==> src/rtl/pwm_pkg.sv <==
// Shared constants and state encoding for the PWM duty ramp controller.
package pwm_pkg;

  localparam int unsigned PWM_DUTY_W = 10;
  localparam int unsigned PWM_PERIOD = 2 ** PWM_DUTY_W;

  typedef enum logic [1:0] {
    IDLE = 2'd0,
    RAMP = 2'd1,
    DONE = 2'd2
  } pwm_ramp_state_t;

endpackage

==> src/rtl/pwm_period_cnt.sv <==
// Free-running PWM period counter; period_end flags the last count before wrap.
module pwm_period_cnt
  import pwm_pkg::*;
#(
  parameter int unsigned DUTY_W = PWM_DUTY_W
) (
  input  logic              clk,
  input  logic              rst,
  output logic [DUTY_W-1:0] cnt,
  output logic              period_end
);

  logic [DUTY_W-1:0] cnt_q, cnt_d;

  always_comb begin
    cnt_d = cnt_q + DUTY_W'(1);
  end

  always_ff @(posedge clk) begin
    if (rst) begin
      cnt_q <= '0;
    end else begin
      cnt_q <= cnt_d;
    end
  end

  assign cnt        = cnt_q;
  assign period_end = &cnt_q;

endmodule

==> src/rtl/pwm_ramp_ctrl.sv <==
// Accepts duty commands and slews the PWM duty toward the target by a fixed
// step once per period, updating only on the period wrap edge.
module pwm_ramp_ctrl
  import pwm_pkg::*;
#(
  parameter int unsigned       DUTY_W    = PWM_DUTY_W,
  parameter int unsigned       STEP_W    = 4,
  parameter logic [DUTY_W-1:0] INIT_DUTY = '0
) (
  input  logic              clk,
  input  logic              rst,
  input  logic              cmd_valid,
  output logic              cmd_ready,
  input  logic [DUTY_W-1:0] cmd_target,
  input  logic [STEP_W-1:0] cmd_step,
  input  logic              abort,
  output logic [DUTY_W-1:0] duty,
  output logic              period_end,
  output logic              busy,
  output logic              done
);

  pwm_ramp_state_t   state_q, state_d;
  logic [DUTY_W-1:0] duty_q, duty_d;
  logic [DUTY_W-1:0] tgt_q, tgt_d;
  logic [STEP_W-1:0] stp_q, stp_d;
  logic [DUTY_W-1:0] cnt;
  logic              at_wrap;
  logic [DUTY_W:0]   stp_ext, sum, diff;

  pwm_period_cnt #(.DUTY_W(DUTY_W)) u_cnt (
    .clk        (clk),
    .rst        (rst),
    .cnt        (cnt),
    .period_end (period_end)
  );

  assign at_wrap = (cnt == '1);

  // One extra bit catches both overflow past all-ones and borrow below zero.
  assign stp_ext = {{(DUTY_W + 1 - STEP_W){1'b0}}, stp_q};
  assign sum     = {1'b0, duty_q} + stp_ext;
  assign diff    = {1'b0, duty_q} - stp_ext;

  always_comb begin
    state_d = state_q;
    duty_d  = duty_q;
    tgt_d   = tgt_q;
    stp_d   = stp_q;
    case (state_q)
      IDLE: begin
        if (cmd_valid) begin
          tgt_d   = cmd_target;
          stp_d   = (cmd_step == '0) ? STEP_W'(1) : cmd_step;
          state_d = RAMP;
        end
      end
      RAMP: begin
        if (abort) begin
          state_d = IDLE;
        end else if (at_wrap) begin
          if (duty_q < tgt_q) begin
            duty_d = (sum > {1'b0, tgt_q}) ? tgt_q : sum[DUTY_W-1:0];
          end else if (duty_q > tgt_q) begin
            duty_d = (diff[DUTY_W] || (diff[DUTY_W-1:0] < tgt_q)) ? tgt_q
                                                                  : diff[DUTY_W-1:0];
          end
          if (duty_d == tgt_q) begin
            state_d = DONE;
          end
        end
      end
      DONE: begin
        state_d = IDLE;
      end
      default: begin
        state_d = IDLE;
      end
    endcase
  end

  always_ff @(posedge clk) begin
    if (rst) begin
      state_q <= IDLE;
      duty_q  <= INIT_DUTY;
      tgt_q   <= '0;
      stp_q   <= '0;
    end else begin
      state_q <= state_d;
      duty_q  <= duty_d;
      tgt_q   <= tgt_d;
      stp_q   <= stp_d;
    end
  end

  assign duty      = duty_q;
  assign cmd_ready = (state_q == IDLE);
  assign busy      = (state_q == RAMP);
  assign done      = (state_q == DONE);

endmodule

==> config.mk <==
export PLATFORM = sky130hd
export DESIGN_NAME = pwm_ramp_ctrl
export DESIGN_NICKNAME = d
export VERILOG_FILES = /design/src/rtl/pwm_pkg.sv /design/src/rtl/pwm_period_cnt.sv /design/src/rtl/pwm_ramp_ctrl.sv
export SDC_FILE = /design/constraint.sdc
export NUM_CORES = 1
export LEC_CHECK = 0
export CORE_ASPECT_RATIO = 1.1
export CORE_MARGIN = 2
export CORE_UTILIZATION = 53
export DETAILED_ROUTE_END_ITERATION = 6
export PLACE_DENSITY_LB_ADDON = 0.12
export SLEW_MARGIN = 20
export SYNTH_ARGS = -nofsm -noshare
export SYNTH_HDL_FRONTEND = slang
export SYNTH_SLANG_ARGS = --single-unit
==> constraint.sdc <==
create_clock -name clk -period 7.7 [get_ports clk]
set_clock_uncertainty 0.05 [all_clocks]
set_input_delay 1.925 -clock clk [delete_from_list [all_inputs] [get_ports clk]]
set_output_delay 1.925 -clock clk [all_outputs]
set_load 0.005 [all_outputs]
## Yosys cells after proc, flatten, opt, wreduce, memory -nomap -nowiden

Cells that the tools add are included.
W data, S select, Z words.

| storage, ports and cells | value |
|---|---|
| output and inout bits | 14 |
| logic and storage cells | 40 |
| register bits | 36 |
| input port bits | 18 |

| operators by class | value |
|---|---|
| equality and inequality tests | 7 |
| mux-type cells | 13 |
| bitwise operators | 1 |
| $add $sub $neg | 3 |
| reductions and logical operators | 7 |
| order comparisons | 4 |

Operator list:

| kind | number |
|---|---|
| $mux W10 | 7 |
| $lt A10 B10 Y1 | 2 |
| $add A10 B4 Y11 | 1 |
| $gt A11 B10 Y1 | 1 |
| $sub A10 B4 Y11 | 1 |
| $add A10 B1 Y10 const B | 1 |
| $eq A10 B10 Y1 | 1 |
| $eq A10 B10 Y1 const B | 1 |
| $gt A10 B10 Y1 | 1 |
| $reduce_and A10 Y1 | 1 |
| $mux W2 | 4 |
| $ne A3 B2 Y1 const B | 2 |
| $reduce_and A3 Y1 | 2 |
| $logic_not A4 Y1 | 1 |
| $mux W4 | 1 |
| $pmux W2 S2 | 1 |
| $eq A2 B1 Y1 const B | 1 |
| $eq A2 B2 Y1 const B | 1 |
| $logic_not A2 Y1 | 1 |
| $ne A2 B2 Y1 const B | 1 |
| $reduce_and A2 Y1 | 1 |
| $logic_or A1 B1 Y1 | 1 |
| $not A1 Y1 | 1 |

## Logic depth before layout (Yosys ltp)

| logic depth | value |
|---|---|
| depth in word-level cells | 14 |
| mapped depth | 18 |
| depth with buffers taken out | 17 |

## Hierarchy

A second synthesis with hierarchy kept.

| unflattened totals | value |
|---|---|
| cell total of the unflattened synthesis | 505 |
| area total of the unflattened synthesis | 3803.6 µm² |

By module, submodules not included:

| module | seq. area each (µm²) | cells an instance | instances | area each (µm²) |
|---|---|---|---|---|
| pwm_ramp_ctrl | 520.5 | 458 | 1 | 3368.2 |
| pwm_period_cnt | 200.2 | 47 | 1 | 435.4 |

## Worst setup path after synthesis

OpenSTA, ideal clock, no wires.

| path | value |
|---|---|
| path kind | register -> register |
| start point | reg duty_q[2] (netlist: duty[2]) |
| end point | reg state_q[0] |
| library setup time | 0.133 ns |
| arrival | 3.732 ns |
| path slack | 3.785 ns |
| cell stages (with the launch flop) | 18 |
| period minus slack after synthesis | 3.915 ns |
| buffers on the path | 2 |
| data required time | 7.517 ns |
| cell sequence | dfxtp_1 ha_1 buf_2 nor2b_1 a211oi_1 o21ai_0 xnor2_1 ha_1 nand4_1 or2_2 o311ai_0 o211a_1 clkbuf_1 a21oi_1 a211oi_1 or4b_1 o31ai_1 a21oi_1 |

| between the ends | value |
|---|---|
| longest elaborated chain between the ends | 12 |
| elaborated cells on any way between the ends | 17 |
| classes of those cells | add/sub: 2; order compare: 4; eq/ne: 2; mux: 7; reduce/logical: 2 |

Ends and longest elaborated chain:

| item | line | source |
|---|---|---|
| start, declared | pwm_ramp_ctrl.sv:24 | `logic [DUTY_W-1:0] duty_q, duty_d;` |
| start signal, assigned | pwm_ramp_ctrl.sv:90 | `duty_q <= duty_d;` |
| $sub A10 B4 Y11 | pwm_ramp_ctrl.sv:43 | `assign diff = {1'b0, duty_q} - stp_ext;` |
| $lt A10 B10 Y1 | pwm_ramp_ctrl.sv:65 | `duty_d = (diff[DUTY_W] \|\| (diff[DUTY_W-1:0] < tgt_q)) ? tgt_q` |
| $logic_or A1 B1 Y1 | pwm_ramp_ctrl.sv:65 |  |
| $mux W10 | pwm_ramp_ctrl.sv:65 |  |
| $mux W10 | pwm_ramp_ctrl.sv:64 | `end else if (duty_q > tgt_q) begin` |
| $mux W10 * | pwm_ramp_ctrl.sv:62 | `if (duty_q < tgt_q) begin` |
| $mux W10 * | pwm_ramp_ctrl.sv:61 | `end else if (at_wrap) begin` |
| $mux W10 * | pwm_ramp_ctrl.sv:59 | `if (abort) begin` |
| $mux W10 * | pwm_ramp_ctrl.sv:50 | `case (state_q)` |
| $eq A10 B10 Y1 * | pwm_ramp_ctrl.sv:68 | `if (duty_d == tgt_q) begin` |
| $ne A3 B2 Y1 (no line) * | n/a |  |
| $reduce_and A3 Y1 (no line) * | n/a |  |
| end signal, assigned | pwm_ramp_ctrl.sv:89 | `state_q <= state_d;` |
| end, declared | pwm_ramp_ctrl.sv:23 | `pwm_ramp_state_t state_q, state_d;` |

Mark *: on every way between the ends. The rest lies on a longest branch, timed or not. The select of a mux whose other input is x is not followed.
A chain may end at the register's enable or synchronous reset.

## Worst setup path after layout

| path | value |
|---|---|
| start point | reg duty_q[0] (netlist: duty[0]) |
| end point | reg state_q[0] |

Same word-level chain as after synthesis.

==> summary.txt <==
Yosys
  – Asr flop ratio synth: 0%
  – Synth Area in Simple Gates: between 20% and 30%
  – Mux contribution to synthesized area: 1.15%
  – Distinct cell type count after synthesis: just under 60
  – Syn nets: 516
  – Synth Area in Adders: about 15%
  – Post-synth EDFFs: 0
  – Post-Synth XOR/XNOR Area: about 8.5%
  – Syn avg cell area: 7.61 um2
  – Post-synthesis sequential area ratio: 20.7%
  – Synth warn: 0
  – Main synth FF type: dfxtp_1
  – Mapped Cells: 458
  – Synthesized area: approximately 3500 um2
  – Flops & latches, synth: 36
  – Post-synthesis compound-gate area fraction: 24.9%
  – Largest family of logic cells by synthesized area: compound AO/OA/AOI/OAI gates

Detailed routing
  – DRC errors left: 0
  – Via count: 3474
  – Initial drt markers: 306
  – Vias/cell: roughly 6.3
  – Avg WL per Cell: around 18 um
  – Final ANT Viol Nets: 0
  – Post-Route WL: 9.88 mm
  – 1st-pass router iterations: 6

Min path
  – Hold Path Class: flop to flop
  – WHS Endpoint: u_cnt.cnt[0]$_SDFF_PP0_
  – Worst Hold Depth: 1
  – Worst hold path startpoint: u_cnt.cnt[0]$_SDFF_PP0_

Run
  – Max-cap viol count: 0

Global route
  – GRT Residual Overflow: 0
  – Largest net degree at the start of global routing: 37
  – Number of global-route vias before repair: 3198
  – GRT Util Overall: 29.1%
  – First-pass GRT wire length: 16.1 mm
  – Antenna violations before repair: 0

Timing
  – Pins Over Slew Limit: 0
  – Slew @ Worst Pin: 1.07 ns
  – Final worst setup slack: 2.74 ns
  – RSZ-0062 raised after global routing: no
  – Setup tns final: 0 ns
  – Relative slew slack: 28.7%
  – Final worst path period share: 64.5%
  – Final hold violations: 0
  – Final Setup Violations: 0
  – Minimum clock period: 4.96 ns
  – Upper clock frequency limit: 201 MHz
  – Worst hold margin: 0.437 ns

Power
  – Clock share of power: between 20% and 30%
  – Power density over cell area: 145 nW/um2
  – Sw frac: 38.4%
  – Sequential share of power: 36.3%
  – Comb power frac: 40.4%
  – Lkg Pwr: approximately 0.0016 uW
  – Internal power: about 340 uW
  – Peak VDD IR: 0.106 mV
  – Net Sw Power: 214 uW

Setup path
  – Crit path required time: just under 8 ns
  – Buf+Inv Stages, Crit Path: 1
  – R2r worst-path depth: 17
  – Worst setup EP type: flop
  – R2r startpoint: duty[0]$_SDFFE_PP0P_
  – R2R setup slack: 2.74 ns
  – Critical Path Fanout Max: 12
  – Worst path max stage delay: 0.54 ns
  – WP data arrival: 5.07 ns
  – Worst path depth: 17
  – Type of origin of the critical path: flop
  – Largest delay contributor family on the critical path: simple AND/OR/NAND/NOR gates
  – Slowest CP cell: nor3_1
  – Critical path class: flop to flop
  – R2r endpoint: state_q[0]$_SDFFE_PP0P_
  – Critical Path, Cell by Cell: inv_1, ha_1, fa_1, nor2b_1, o21ai_0, nand2b_1, xnor2_1, ha_1, a41oi_1, a211oi_1, nor3_1, nor2_1, a22oi_1, o31ai_1, or4b_1, o31ai_1, a21oi_1

Clock tree
  – Setup bufs post-CTS: 0
  – Clock Pin Slew Worst Setup and Hold Paths: 0.07 ns
  – Max Root-Sink Buffers: 2
  – CTS tree: done
  – Clk Latency, worst-skew pair: 0.29 ns
  – CTS buffer count: 5
  – Hold Buf Count CTS: 0
  – Cts repair resizes: 0
  – Root buf cell: clkbuf_8
  – H-tree lvl count: 2
  – CTS sink count: 36

Die
  – # rows: 30
  – Die width: 81.3 um
  – Core area: 6270 um2
  – I/O pin total: 32
  – Die Y: 89.0 um
  – Die area: between 7000 and 8000 um2
  – Initial Util: 55.6%

Cells and area
  – Fin nets: 527
  – Layout cell share with drive strength beyond 1: 4.26%
  – Filler cells: roughly 570
  – Final core occ: 61.5%
  – Area Overhead vs Synth: 10.7%
  – # diodes: 0

Place
  – IO Port Bufs: 31
  – Worst Setup Slack post-DPL: 2.84 ns
  – GP Congestion: 0.947
  – Final HPWL DP: 7.53 mm

Status
  – Status: complete, no violations
-- cell usage in the layout, fill, tap and decap left out, types with 3 or more instances in the layout --
master,netlist,routed
xor2_1,18,18
nand3_1,9,9
a21oi_1,45,45
o21ai_0,23,23
o22a_1,3,3
o2111ai_1,3,3
mux2i_1,4,4
nor3_1,7,6
or3_1,4,4
xnor2_1,14,14
o211a_1,4,4
clkdlybuf4s50_1,0,31
dfxtp_1,36,36
and2_1,4,4
o211ai_1,7,7
ha_1,38,38
nand2b_1,8,8
a211oi_1,10,10
a22oi_1,4,4
nor2_1,36,36
o31ai_1,9,9
a211o_1,3,3
o22ai_1,4,4
nand2_1,46,46
or2_2,3,3
nor4_1,6,6
nor2b_1,8,8
nand4_1,10,10
and3_1,6,6
clkbuf_8,0,5
inv_1,24,24
nor3_2,2,3
-- sequential cells by signal, indices dropped and copies added (netlist names) --
register / flops
duty: 10
state_q: 2
stp_q: 4
tgt_q: 10
u_cnt.cnt: 10
-- through the flow --
| stage | std cells | cell area [um2] | total power, uW |
|---|---|---|---|
| floorplan | 458 | 3480 | 370 |
| global placement | 542 | 3770 | 424 |
| detailed placement | 542 | 3770 | 427 |
| CTS | 550 | 3850 | 559 |
| global route | 550 | 3850 | 594 |
| finish | 550 | 3850 | 558 |
-- how the worst max path moves through the flow --
| stage | endpoint | startpoint |
|---|---|---|
| floorplan | state_q[0]$_SDFFE_PP0P_ | duty[2]$_SDFFE_PP0P_ |
| global route | state_q[0]$_SDFFE_PP0P_ | duty[0]$_SDFFE_PP0P_ |
| CTS | state_q[0]$_SDFFE_PP0P_ | duty[0]$_SDFFE_PP0P_ |
| detailed placement | state_q[0]$_SDFFE_PP0P_ | duty[0]$_SDFFE_PP0P_ |
| finish | state_q[0]$_SDFFE_PP0P_ | duty[0]$_SDFFE_PP0P_ |
| global placement | state_q[0]$_SDFFE_PP0P_ | duty[0]$_SDFFE_PP0P_ |
-- synthesized netlist by cell type (4+ instances only) --
master | instances | area, um2
a211oi_1 | 10 | 75.1
a21oi_1 | 45 | 225
a22oi_1 | 4 | 30.0
and2_1 | 4 | 25.0
and3_1 | 6 | 37.5
buf_2 | 4 | 20.0
clkbuf_1 | 20 | 75.1
dfxtp_1 | 36 | 721
ha_1 | 38 | 475
inv_1 | 24 | 90.1
mux2i_1 | 4 | 40.0
nand2_1 | 46 | 173
nand2b_1 | 8 | 50.1
nand3_1 | 9 | 45.0
nand4_1 | 10 | 62.6
nor2_1 | 36 | 135
nor2b_1 | 8 | 50.1
nor3_1 | 7 | 35.0
nor4_1 | 6 | 37.5
o211a_1 | 4 | 40.0
o211ai_1 | 7 | 52.6
o21ai_0 | 23 | 115
o22ai_1 | 4 | 25.0
o31ai_1 | 9 | 67.6
or3_1 | 4 | 25.0
xnor2_1 | 14 | 123
xor2_1 | 18 | 158
-- worst reg2reg max path: cells and delay by family, from the launching register on --
family          cells  cell delay, ns
buf+inv             1            0.12
compound gates      7            1.18
fa+ha+maj           3            1.02
simple gates        5            1.78
xor+xnor            1            0.22
flops               1            0.45
-- routing by layer --
layer  global-route usage [%]  wire, um  up-vias
met5                        0         0        -
met3                     3.84       695       22
met4                     11.1       266        0
met1                     40.1      4380     1624
met2                     46.1      4540      145
li1                         -         -     1683
-- power groups by stage --
| stage | Combinational (uW) | Clock, uW | Sequential (uW) |
|---|---|---|---|
| 3_3_place_gp | 218 | 0 | 206 |
| 3_5_place_dp | 221 | 0 | 206 |
| 6_report | 225 | 130 | 203 |
| 5_1_grt | 248 | 142 | 203 |
| 2_1_floorplan | 168 | 0 | 202 |
| 4_1_cts | 223 | 134 | 202 |
-- cells by family after synthesis --
family | after synthesis
DFF | 36
AOI/OAI and AO/OA | 134
buffers and inverters | 53
muxes | 4
xor gates and xnor gates | 33
and+or+nand+nor | 158
adders and majority gates | 40
-- cell type report --
type                       instances  area (um2)  share of cell area, %
multi-input combinational        369        2530                   65.7
sequential                        36         721                   18.7
timing repair buffer              33         325                   8.44
tap                               80         100                   2.60
inverter                          24        90.1                   2.34
clock buffer                       7        76.3                   1.98
clock inverter                     1        8.76                  0.227
(Power assumes the default switching activity.)
